`src/rtl/mulu_x3y3_seq.sv`:
```
// mulu_x3y3_seq: two-stage pipelined 3x3 multiplier built from an explicit
// AND-plane and half/full-adder array.
// Stage 1 registers the operands and stage 2 registers the 6-bit product, so a
// result appears two rising edges after its operands are sampled.
// Optional build macro MULU_SIGN_EN: operands are 3-bit two's complement.
// Stage 1 then holds the operand magnitudes and the product sign. The s port
// carries the sign, which is forced to 0 for a zero product.
module mulu_x3y3_seq #(
    parameter int unsigned X_WIDTH = 3,
    parameter int unsigned Y_WIDTH = 3,
    parameter int unsigned P_WIDTH = 6
) (
    input  logic               clk,
    input  logic               rst_n,
    input  logic [X_WIDTH-1:0] x,
    input  logic [Y_WIDTH-1:0] y,
    output logic [P_WIDTH-1:0] p,
    output logic               rdy
`ifdef MULU_SIGN_EN
    ,
    output logic               s
`endif
);

    // Half adder: returns {carry, sum}.
    function automatic logic [1:0] half_add(input logic a, input logic b);
        half_add = {a & b, a ^ b};
    endfunction

    // Full adder: returns {carry, sum}.
    function automatic logic [1:0] full_add(input logic a, input logic b, input logic ci);
        full_add = {(a & b) | (a & ci) | (b & ci), a ^ b ^ ci};
    endfunction

`ifdef MULU_SIGN_EN
    // Two's-complement magnitude; -4 (100) maps to 4 (100), which still fits in 3 bits.
    function automatic logic [2:0] mag3(input logic [2:0] v);
        mag3 = v[2] ? (~v + 3'd1) : v;
    endfunction
`endif

    // Stage 1 state.
    logic [X_WIDTH-1:0] x_q, x_d;
    logic [Y_WIDTH-1:0] y_q, y_d;
    logic               v1_q;
`ifdef MULU_SIGN_EN
    logic               sign_q, sign_d;
    logic               s_q, s_d;
`endif

    // Stage 2 state.
    logic [P_WIDTH-1:0] p_q;
    logic               rdy_q;

    // Array signals.
    logic [2:0][2:0]    pp;       // pp[i][j] = x_q[j] & y_q[i]
    logic [4:1]         row1;     // row0 + (row1 << 1); row1[4] is the carry-out
    logic [1:0]         ha_b1, fa_b2, ha_b3;
    logic [1:0]         fa_c2, fa_c3, fa_c4;
    logic [P_WIDTH-1:0] prod;

    // Stage 1 operand selection: raw operands, or magnitudes plus sign in signed mode.
    always_comb begin
`ifdef MULU_SIGN_EN
        x_d    = mag3(x);
        y_d    = mag3(y);
        sign_d = x[2] ^ y[2];
`else
        x_d    = x;
        y_d    = y;
`endif
    end

    // Stage 1 registers: operands and the fill-tracking valid bit.
    always_ff @(posedge clk or negedge rst_n) begin
        if (!rst_n) begin
            x_q    <= '0;
            y_q    <= '0;
            v1_q   <= 1'b0;
`ifdef MULU_SIGN_EN
            sign_q <= 1'b0;
`endif
        end else begin
            x_q    <= x_d;
            y_q    <= y_d;
            v1_q   <= 1'b1;
`ifdef MULU_SIGN_EN
            sign_q <= sign_d;
`endif
        end
    end

    // Partial-product array: AND plane, half/full-adder row 1, full-adder ripple row 2.
    always_comb begin
        for (int i = 0; i < 3; i++) begin
            for (int j = 0; j < 3; j++) begin
                pp[i][j] = x_q[j] & y_q[i];
            end
        end

        // Row 1: pp[0] (weights 1..2) plus pp[1] (weights 1..3).
        ha_b1   = half_add(pp[0][1], pp[1][0]);
        fa_b2   = full_add(pp[0][2], pp[1][1], ha_b1[1]);
        ha_b3   = half_add(pp[1][2], fa_b2[1]);
        row1[1] = ha_b1[0];
        row1[2] = fa_b2[0];
        row1[3] = ha_b3[0];
        row1[4] = ha_b3[1];

        // Row 2: pp[2] (weights 2..4) rippled into the row-1 sum.
        fa_c2   = full_add(row1[2], pp[2][0], 1'b0);
        fa_c3   = full_add(row1[3], pp[2][1], fa_c2[1]);
        fa_c4   = full_add(row1[4], pp[2][2], fa_c3[1]);

        prod    = {fa_c4[1], fa_c4[0], fa_c3[0], fa_c2[0], row1[1], pp[0][0]};
    end

`ifdef MULU_SIGN_EN
    // A zero magnitude has no sign.
    always_comb begin
        s_d = sign_q & (prod != '0);
    end
`endif

    // Stage 2 registers: product and ready flag.
    always_ff @(posedge clk or negedge rst_n) begin
        if (!rst_n) begin
            p_q   <= '0;
            rdy_q <= 1'b0;
`ifdef MULU_SIGN_EN
            s_q   <= 1'b0;
`endif
        end else begin
            p_q   <= prod;
            rdy_q <= v1_q;
`ifdef MULU_SIGN_EN
            s_q   <= s_d;
`endif
        end
    end

    // Output drive.
    always_comb begin
        p   = p_q;
        rdy = rdy_q;
`ifdef MULU_SIGN_EN
        s   = s_q;
`endif
    end

endmodule

```
`config.mk`:
```
export PLATFORM = sky130hd
export DESIGN_NAME = mulu_x3y3_seq
export DESIGN_NICKNAME = d
export VERILOG_FILES = /design/src/rtl/mulu_x3y3_seq.sv
export SDC_FILE = /design/constraint.sdc
export NUM_CORES = 1
export LEC_CHECK = 0
export CORE_AREA = 4 4 41 43
export CTS_CLUSTER_DIAMETER = 120
export DETAILED_ROUTE_END_ITERATION = 12
export DIE_AREA = 0 0 45 47
export HOLD_SLACK_MARGIN = 0.05
export PLACE_DENSITY = 0.68
export SLEW_MARGIN = 20
export SYNTH_ARGS = -nofsm -noshare
export SYNTH_HDL_FRONTEND = slang
export SYNTH_SLANG_ARGS = --single-unit
export TNS_END_PERCENT = 10
```
`constraint.sdc`:
```
create_clock -name clk -period 4.15 [get_ports clk]
set_clock_uncertainty 0.05 [all_clocks]
set_input_delay 0.83 -clock clk [delete_from_list [all_inputs] [get_ports clk]]
set_output_delay 0.83 -clock clk [all_outputs]
set_load 0.01 [all_outputs]
```
; After elaboration in Yosys (flattened, before gate mapping)
; Cells that the tools add are included.
; W data, S select, Z words.
[totals]
register_bits = 14
inputBits = 8
out_inout_bits = 7
word_cells = 41
[op_classes]
bitwise = 36
[ops]
columns = cell, n
row1 = $and A1 B1 Y1, 21
row2 = $xor A1 B1 Y1, 9
row3 = $or A1 B1 Y1, 6

; Logic depth before layout (Yosys ltp)
[logic_depth]
depth_word = 12
mapped_depth = 8
mapped_depth_nobuf = 8

; Worst setup path before layout
; OpenSTA, ideal clock, no wires.
[synth_path]
kind = register to register
start = register y_q[0]
end = register p_q[4], in the netlist p[4]
arrival_ns = 2.224
path_slack_ns = 1.740
stages_incl_launch_ff = 9
synth_period_minus_slack_ns = 2.410
path_cell_list = dfrtp_1 -> and2_1 -> ha_1 -> fa_1 -> ha_1 -> inv_1 -> fa_1 -> inv_1 -> fa_1
[synth_via]
elab_chain_cells = 10
[synth_lines]
columns = item, line
row1 = from (decl), 44  ; logic [Y_WIDTH-1:0] y_q, y_d;
row2 = from (signal assigned), 85  ; y_q <= y_d;
row3 = $and A1 B1 Y1, 97  ; pp[i][j] = x_q[j] & y_q[i];
row4 = $and A1 B1 Y1, 27  ; half_add = {a & b, a ^ b};
row5 = $and A1 B1 Y1, 32  ; full_add = {(a & b) | (a & ci) | (b & ci), a ^ b ^ ci};
row6 = $or A1 B1 Y1 (2 in a row), 32
row7 = $xor A1 B1 Y1, 27
row8 = $and A1 B1 Y1, 32
row9 = $or A1 B1 Y1 (2 in a row), 32
row10 = $xor A1 B1 Y1 *, 32
row11 = via fa_c4[0], 59  ; logic [1:0] fa_c2, fa_c3, fa_c4;
row12 = to (signal assigned), 134  ; p_q <= prod;
row13 = to (decl), 52  ; logic [P_WIDTH-1:0] p_q;
; The timed path passes the listed nets; every way through them passes the cells marked *.

; Worst setup path after layout
[layout_path]
start = register x_q[1]
end = register p_q[4], in the netlist p[4]
[layout_via]
elab_chain_cells = 10
[layout_lines]
columns = item, line
row1 = from (decl), 43  ; logic [X_WIDTH-1:0] x_q, x_d;
row2 = from (signal assigned), 77  ; x_q <= '0;
row3 = from (signal assigned), 84  ; x_q <= x_d;
row4 = $and A1 B1 Y1, 97
row5 = $and A1 B1 Y1, 27
row6 = $and A1 B1 Y1, 32
row7 = $or A1 B1 Y1 (2 in a row), 32
row8 = $xor A1 B1 Y1, 27
row9 = $and A1 B1 Y1, 32
row10 = $or A1 B1 Y1 (2 in a row), 32
row11 = $xor A1 B1 Y1 *, 32
row12 = via fa_c4[0], 59
; Marked as above.

==> out/metrics.csv <==
stage,metric,value,unit
floorplanning,die-width,45,microns
worst_setup_path,timing.rr.start,x_q[1],
cts,clock-sinks,14,
detailed_routing,post_drt_wl_per_cell,11.5,microns
logic_synthesis,synth_top_flop_cell,dfrtp_1,
worst_hold_path,min_path_type,register to register,
logic_synthesis,synth_warnings,0,
cts,clk_transition_reported_paths,80,ps
logic_synthesis,synth_simple_gate_area_share,0.103,
logic_synthesis,post_synth_fa_ha_maj_area_fraction,0.188,
power,cellLeakagePower,0.343,nW
placement,post-dp-hpwl,632,microns
logic_synthesis,syn_avg_cell_area,15.3,sq um
cells_and_area,post-route-util,0.550,
global_route,first_global_vias,345,
logic_synthesis,synthDistinctLibCells,7,
worst_hold_path,whs_endpoint,rdy,
worst_setup_path,timing.critical_path.slowest_stage_cell,dfrtp_1,
sta,fmax,0.399,GHz
logic_synthesis,synth_enable_flop_cells,0,
sta,hold_ws,310,ps
logic_synthesis,synth-compound-area-share,0,
sta,layout_worst_path_cycle_share,0.604,
global_route,grt_start_max_net_pins,15,
worst_setup_path,regToRegEndpoint,p[4],
placement,dpl.cell_count,63,
cells_and_area,seqCellArea,350,sq um
logic_synthesis,mappedNetlistNets,48,
detailed_routing,drt_first_iter_violations,0,
worst_setup_path,worstPathRequired,4250,ps
detailed_routing,route.vias.total,296,
power,max-vdd-ir-drop,0.176,mV
floorplanning,core_area,1300,sq um
worst_setup_path,path_delay_family,adder cells,
cts,numCtsBuffers,3,
cts,insertion_delay,270,ps
detailed_routing,total_iterations_of_the_first_detailed_routing_run,1,
worst_setup_path,endpoint_kind,register,
placement,buffer_ports.inserted,14,
cts,max-clock-path-buffers,2,
floorplanning,floorplan.die.height,47,microns
sta,finalMaxSlewViolations,0,
logic_synthesis,yosys-top-cells-count,"14 x dfrtp_1, 8 x and2_1, 4 x inv_1",
worst_setup_path,r2r_cells,8,
sta,unrepaired_setup_endpoints_after_global_routing,false,
cts,clk_root_buffer_cell,clkbuf_4,
placement,routabilityCongestion,0.677,
logic_synthesis,multiplexer_share_of_the_synthesized_area,0,
sta,max_slew.worst_pin.slew,588,ps
cts,h-tree-depth,1,
worst_setup_path,cp_common_cell,fa_1,
worst_setup_path,setup.reg_to_reg.worst_slack,1640,ps
cells_and_area,insertedDiodeCount,0,
placement,place_ws,1650,ps
worst_setup_path,path_depth,8,
worst_setup_path,worstPathMaxFanout,3,
worst_hold_path,hold_path_startpoint,v1_q,
floorplanning,floorplan.die_area,2120,sq um
logic_synthesis,postSynth.asyncResetShare,1.00,
worst_setup_path,timing_worst_setup_path_type,register to register,
worst_setup_path,cpPeakStageDelay,400,ps
global_route,wire_length_of_the_first_global_routing_pass,1.32,mm
cells_and_area,area_taken_by_multi_input_logic_gates,155,sq um
cells_and_area,fin_nets,67,
worst_setup_path,crit_path_cell_trace,and2_1 -> ha_1 -> fa_1 -> ha_1 -> inv_1 -> fa_1 -> inv_1 -> fa_1,
sta,timing.slew.headroom,0.607,
cts,cts_repair_resize_count,0,
cts,clock_tree_from_tritoncts,done,
cells_and_area,final_cell_count_without_fillers,67,
worst_setup_path,critical_path_buf_inv_count,2,
sta,timing.final.crit_period,2510,ps
sta,report.final.hold_viol_count,0,
detailed_routing,vias_per_cell,4.42,
logic_synthesis,synthesis.area,520,sq um
logic_synthesis,synth.most_common_cell,dfrtp_1,
logic_synthesis,synth_top_family_by_area,adder cells,
global_route,global_route.overflow_total,0,
detailed_routing,drc,0,
worst_hold_path,min_path_cells,0,
floorplanning,initial_utilization,0.400,
global_route,initial_antenna_violation_count,0,
logic_synthesis,synthDominantAreaCellType,dfrtp_1,
detailed_routing,ant_nets,0,
logic_synthesis,synthXorXnorAreaFrac,0,
global_route,grt.total_usage,0.0941,
logic_synthesis,syn-instance-count,34,
detailed_routing,wl,768,microns
worst_setup_path,start_kind,register,
sta,setup_slack,1640,ps
logic_synthesis,synth_top_area_share,0.673,
power,fin_total_pwr,0.284,mW
outcome,status,finished clean,
cells_and_area,fraction_of_final_layout_cells_with_drive_strength_greater_than_1,0.0769,
power,p_per_area,397,nW/um^2
cells_and_area,num-fill-cells,119,
sta,setup-tns-final,0,ps
cells_and_area,layout-area-overhead-vs-synth,37.5,%
floorplanning,io-pin-count,15,
logic_synthesis,post_synth_main_area_contributors,"dfrtp_1 67%, fa_1 12%, and2_1 9.6%",
floorplanning,rows,13,
cts,holdBufCountCts,0,
logic_synthesis,ys_seq_area_frac,0.673,
cells_and_area,final_cell_area,716,sq um
sta,finalSetupViolations,0,
worst_setup_path,worstPathArrival,2610,ps
logic_synthesis,ys_seq_elements,14,
cts,buffers_inserted_by_post_cts_timing_repair,0,
placement,postPlaceCellArea,679,sq um
run,max-cap-violations,0,
state kept, by name (all words and copies together), names as in the netlist:
register,count
p,6
rdy,1
v1_q,1
x_q,3
y_q,3
kinds of logic after synthesis:
logic type	Yosys count
buffers and inverters	4
DFF	14
other	1
and+or+nand+nor	9
adders and majority gates	6
routing by layer:
metal,routed length (microns),global-route usage,vias up
met5,0,0,-
met4,4,0.0702,0
met3,80,0.0345,2
met2,461,0.178,13
met1,222,0.0786,146
li1,-,-,135
where the power goes:
group | switching, mW | internal (mW)
logic | 0.0154 | 0.0231
registers | 0.00347 | 0.147
clock network | 0.0420 | 0.0533
total | 0.0609 | 0.223
final cells by class:
cell class,count,area share
multi-input cells,16,0.217
well taps,15,0.0262
flip-flops and latches,14,0.490
clock buffers,4,0.0507
inverters,4,0.0210
repair buffers,14,0.196
cell usage in the layout (no fill, tap or decap), drive strengths merged:
cell type       n
and2            8
clkbuf          4
clkdlybuf4s50  14
conb            1
dfrtp          14
fa              3
ha              3
inv             4
nand2           1
how the worst max path moves through the flow:
stage / startpoint / to / slack [ps]
2_1_floorplan: y_q[0] / p[4] / 1740
3_3_place_gp: x_q[1] / p[4] / 1690
3_5_place_dp: y_q[0] / p[4] / 1650
4_1_cts: x_q[1] / p[4] / 1630
5_1_grt: y_q[0] / p[4] / 1530
6_report: x_q[1] / p[4] / 1640
No activity file was read; power rests on OpenSTA's default activity.
